==> src/rtl/btn_conditioner.sv <==
// Paddle button front end: per-button synchroniser and debouncer, press pulses,
// and frame-aligned movement and start commands for the breakout game top level.

module btn_debounce #(
  parameter int DEBOUNCE_CYCLES = 250000,
  parameter int CNT_W           = 18
) (
  input  logic pix_clk,
  input  logic reset_n,
  input  logic raw,
  output logic level,
  output logic press
);

  typedef enum logic {
    STABLE0 = 1'b0,
    STABLE1 = 1'b1
  } state_t;

  localparam logic [CNT_W-1:0] CNT_LAST = CNT_W'(DEBOUNCE_CYCLES - 1);

  logic             s1;
  logic             s2;
  state_t           state;
  state_t           state_nxt;
  logic [CNT_W-1:0] cnt;
  logic [CNT_W-1:0] cnt_nxt;
  logic             rise;

  // Two-flop synchroniser; raw is never looked at anywhere else.
  always_ff @(posedge pix_clk or negedge reset_n) begin
    if (!reset_n) begin
      s1 <= 1'b0;
      s2 <= 1'b0;
    end else begin
      s1 <= raw;
      s2 <= s1;
    end
  end

  always_ff @(posedge pix_clk or negedge reset_n) begin
    if (!reset_n) begin
      state <= STABLE0;
      cnt   <= '0;
      press <= 1'b0;
    end else begin
      state <= state_nxt;
      cnt   <= cnt_nxt;
      press <= rise;
    end
  end

  // Any sample agreeing with the current level restarts the count from zero.
  always_comb begin
    state_nxt = state;
    cnt_nxt   = '0;
    rise      = 1'b0;
    if (state_t'(s2) != state) begin
      if (cnt == CNT_LAST) begin
        state_nxt = state_t'(s2);
        rise      = s2;
      end else begin
        cnt_nxt = cnt + CNT_W'(1);
      end
    end
  end

  assign level = (state == STABLE1);

endmodule

module btn_conditioner #(
  parameter int DEBOUNCE_CYCLES = 250000,
  parameter int CNT_W           = 18
) (
  input  logic pix_clk,
  input  logic reset_n,
  input  logic btn_left_raw,
  input  logic btn_right_raw,
  input  logic frame,
  output logic btn_left,
  output logic btn_right,
  output logic left_press,
  output logic right_press,
  output logic move_left,
  output logic move_right,
  output logic start_req
);

  if (DEBOUNCE_CYCLES < 1) begin : g_bad_debounce
    $error("DEBOUNCE_CYCLES must be at least 1");
  end
  if ((64'd1 << CNT_W) < 64'(DEBOUNCE_CYCLES)) begin : g_bad_cnt_w
    $error("CNT_W is too narrow to count DEBOUNCE_CYCLES");
  end

  logic pend;

  btn_debounce #(
    .DEBOUNCE_CYCLES(DEBOUNCE_CYCLES),
    .CNT_W          (CNT_W)
  ) u_left (
    .pix_clk(pix_clk),
    .reset_n(reset_n),
    .raw    (btn_left_raw),
    .level  (btn_left),
    .press  (left_press)
  );

  btn_debounce #(
    .DEBOUNCE_CYCLES(DEBOUNCE_CYCLES),
    .CNT_W          (CNT_W)
  ) u_right (
    .pix_clk(pix_clk),
    .reset_n(reset_n),
    .raw    (btn_right_raw),
    .level  (btn_right),
    .press  (right_press)
  );

  // A press landing on a frame edge is consumed by that frame, so pend is
  // cleared rather than set on frame edges.
  always_ff @(posedge pix_clk or negedge reset_n) begin
    if (!reset_n) begin
      move_left  <= 1'b0;
      move_right <= 1'b0;
      start_req  <= 1'b0;
      pend       <= 1'b0;
    end else if (frame) begin
      move_left  <= btn_left & ~btn_right;
      move_right <= btn_right & ~btn_left;
      start_req  <= pend | left_press | right_press;
      pend       <= 1'b0;
    end else begin
      start_req  <= 1'b0;
      pend       <= pend | left_press | right_press;
    end
  end

endmodule

==> config.mk <==
export PLATFORM = sky130hd
export DESIGN_NAME = btn_conditioner
export DESIGN_NICKNAME = d
export VERILOG_FILES = /design/src/rtl/btn_conditioner.sv
export SDC_FILE = /design/constraint.sdc
export NUM_CORES = 1
export LEC_CHECK = 0
export CAP_MARGIN = 20
export CORE_MARGIN = 2
export CORE_UTILIZATION = 45
export DETAILED_ROUTE_END_ITERATION = 12
export DONT_BUFFER_PORTS = 1
export GPL_TIMING_DRIVEN = 0
export PLACE_DENSITY = 0.71
export SLEW_MARGIN = 10
export SYNTH_ARGS = -nofsm -noshare
export SYNTH_HDL_FRONTEND = slang
export SYNTH_SLANG_ARGS = --single-unit
==> constraint.sdc <==
create_clock -name pix_clk -period 2.4 [get_ports pix_clk]
set_input_delay 0.72 -clock pix_clk [delete_from_list [all_inputs] [get_ports pix_clk]]
set_output_delay 0.72 -clock pix_clk [all_outputs]
set_load 0.01 [all_outputs]
==> results.md <==
- Hold Crit Class: in2async
- Max IR drop VDD: 0.000223 V
- Final core utilization: 0.512
- DIE HEIGHT: 74.1 um
- Tot GR Track Use: 0.160
- Minimum clock period: 2.17 ns
- Outcome: complete, no violations
- CP max stage delay: 0.56 ns
- Crit path max fanout: 10
- HPWL Detailed: 2640 um
- Global placement routability congestion: 0.776
- Placed cell count: 277
- Mapped Cells: 210
- WL final: 3860 um
- Starting Density: 0.468
- DRC violation count after routing: 0
- Critical path endpoint category: register
- Type of the worst setup path: reg2reg
- CP Cell Sequence: or4b_1 > or4_4 > o21ai_4 > buf_6 > nor2_1
- Synth Area in Simple Gates: 0.250
- Antenna diodes: 0
- Final hold violations: 0
- Drt initial violations: 100
- Routed wire per std cell: 13.5 um
- Setup slack at placement: 0.218 ns
- Startpoint types: register
- Synth cell types: 33
- Data arrival, critical path: 2.37 ns
- Syn avg cell area: 10.5 um^2
- Congestion Overflow GR: 0
- Initial antenna violation count: 0
- Final Max Tran Viols: 0
- # nets final: 224
- I/O Buffers: 0
- Fmax: 0.460 GHz
- Slew headroom: 0.623
- Final setup vio count: 0
- Synth Area in Compound Gates: 0.0351
- Adder and majority cell fraction of the synthesized area: 0.0113
- Mux contribution to synthesized area: 0.0147
- RSZ-0062 raised after global routing: no
- H-tree lvl count: 2
- Ratio of cells with drive above 1 in the final layout: 0.0826
- Root Driver: clkbuf_8
- First-pass GRT wire length: 6630 um
- Drt first pass iters: 4
- CTS resizes: 0
- Mapped cell area: 2210 um^2
- Core area: 4720 um^2
- Finished Layout Cells: 285
- Die Span X: 74.1 um
- CP max-delay cell: or4_4
- Rows: 25
- Leakage: 0.944 nW
- Pwr Density: 617 nW/um^2
- Die area: 5490 um^2
- Clk Latency, worst-skew pair: 0.30 ns
- Worst-margin pin slew: 0.560 ns
- Area Overhead vs Synth: 9.51%
- Largest net degree at the start of global routing: 49
- Commonest non-fill, non-tap cell in the layout: dfrtp_1
- Sequential-to-total area share from yosys stat: 0.544
- Clk buf depth: 2
- CP required: 2.60 ns
- Cts hold-fix bufs: 0
- Yosys reg bits: 48
- I/O Pins: 12
- Max cap viols: 0
- Number of global-route vias before repair: 1474
- Worst-path clk slew: 0.09 ns
- Regs by FF count: u_left.cnt x18, u_right.cnt x18
- Clk sinks: 48
- Post-DRT Antenna Nets: 0
- Final worst slack: 0.225 ns
- DR vias: 1515
- Syn_nets: 217
- CTS tree: yes
- Yosys synthesis warning count: 0
- Most frequent cells in the layout: 48 x dfrtp_1, 42 x nor2_1, 26 x xnor2_1
- Largest family of logic cells by synthesized area: simple AND/OR/NAND/NOR gates
- Worst Skew: 0.00802 ns
- XOR/XNOR Fraction of Synth Area: 0.123
- Tcrit/Tclk final: 0.906
- Setup TNS: 0 ns
- Num CTS Buffers: 5
- Vias per cell: 5.32
- Post-CTS Setup Inserts: 0
[cell usage after synthesis]
master    instances  area share
nor4b_1           1      0.0040
nor3_1            7       0.016
nand3_1          13       0.029
mux2_2            2       0.010
nor3b_1           1      0.0034
nand2_1           7       0.012
nor4_1            8       0.023
nand2b_1          1      0.0028
inv_1             9       0.015
o21ai_4           1      0.0074
nor4bb_1          1      0.0045
a21oi_1           3      0.0068
nand4_1           8       0.023
or2_2             2      0.0057
or4_1             5       0.017
nor2b_1           1      0.0028
o31ai_4           1      0.0096
nand3b_1          3       0.010
nand4_2           1      0.0057
o21ai_0           2      0.0045
and3_1            1      0.0028
mux2i_1           1      0.0045
or4_4             1      0.0051
or3_1             1      0.0028
buf_6             1      0.0051
o31ai_1           2      0.0068
xor2_1            5       0.020
nor2_1           42       0.071
or4b_1            2      0.0091
buf_2             1      0.0023
ha_1              2       0.011
dfrtp_1          48        0.54
xnor2_1          26        0.10
[logic make-up after synthesis]
kind of cell,after synthesis
simple gates,106
flops,48
xor+xnor,31
buf+inv,11
compound gates,9
mux,3
fa+ha+maj,2
[critical path: cells and delay by family (launching register included)]
| kind | cells | cell delay (ns) |
|---|---|---|
| simple gates | 3 | 1.13 |
| buf+inv | 1 | 0.20 |
| flops | 1 | 0.43 |
| compound gates | 1 | 0.31 |
[through the flow]
stage               cell area (um^2)  total power [mW]  hold slack, ns
floorplan                       2210             0.870           0.331
global route                    2420              1.55          0.0822
CTS                             2420              1.51          0.0943
global placement                2290             0.877           0.356
detailed placement              2290             0.879           0.363
finish                          2420              1.49          0.0994
[where the power goes]
group          switching (mW)  leakage (nW)  internal, mW
Combinational          0.0184         0.223        0.0131
Sequential             0.0107         0.656         0.820
Clock                   0.262        0.0645         0.368
Total                   0.292         0.944          1.20
[cell type report]
class / instances / area, um^2
flip-flops and latches: 48 / 1200
fillers: 403 / 2300
clock inverters: 1 / 30.0
multi-input cells: 151 / 958
plain buffers: 2 / 16.3
inverters: 9 / 33.8
well taps: 67 / 83.8
clock buffers: 7 / 96.3
[metal layers]
| layer | share of wire | wire (um) | GRT usage |
|---|---|---|---|
| met1 | 0.48 | 1860 | 0.199 |
| met2 | 0.47 | 1800 | 0.266 |
| met3 | 0.034 | 131 | 0.0447 |
| met4 | 0.019 | 74 | 0.0606 |
| met5 | 0 | 0 | 0 |
[path summary, 6_finish.rpt]
kind	end	start	cells past startpoint	slack, ns
hold / removal	u_left.cnt[9]	reset_n	0	0.1
setup / recovery	u_left.cnt[16]	u_left.cnt[6]	5	0.23
hold reg to reg	u_right.s2	u_right.s1	0	0.37
min in group pix_clk	u_right.s2	u_right.s1	0	0.37
max in group asynchronous	u_left.cnt[8]	reset_n	0	2.21
setup reg to reg	u_left.cnt[16]	u_left.cnt[6]	5	0.23
Power figures use the tool's default switching activity.
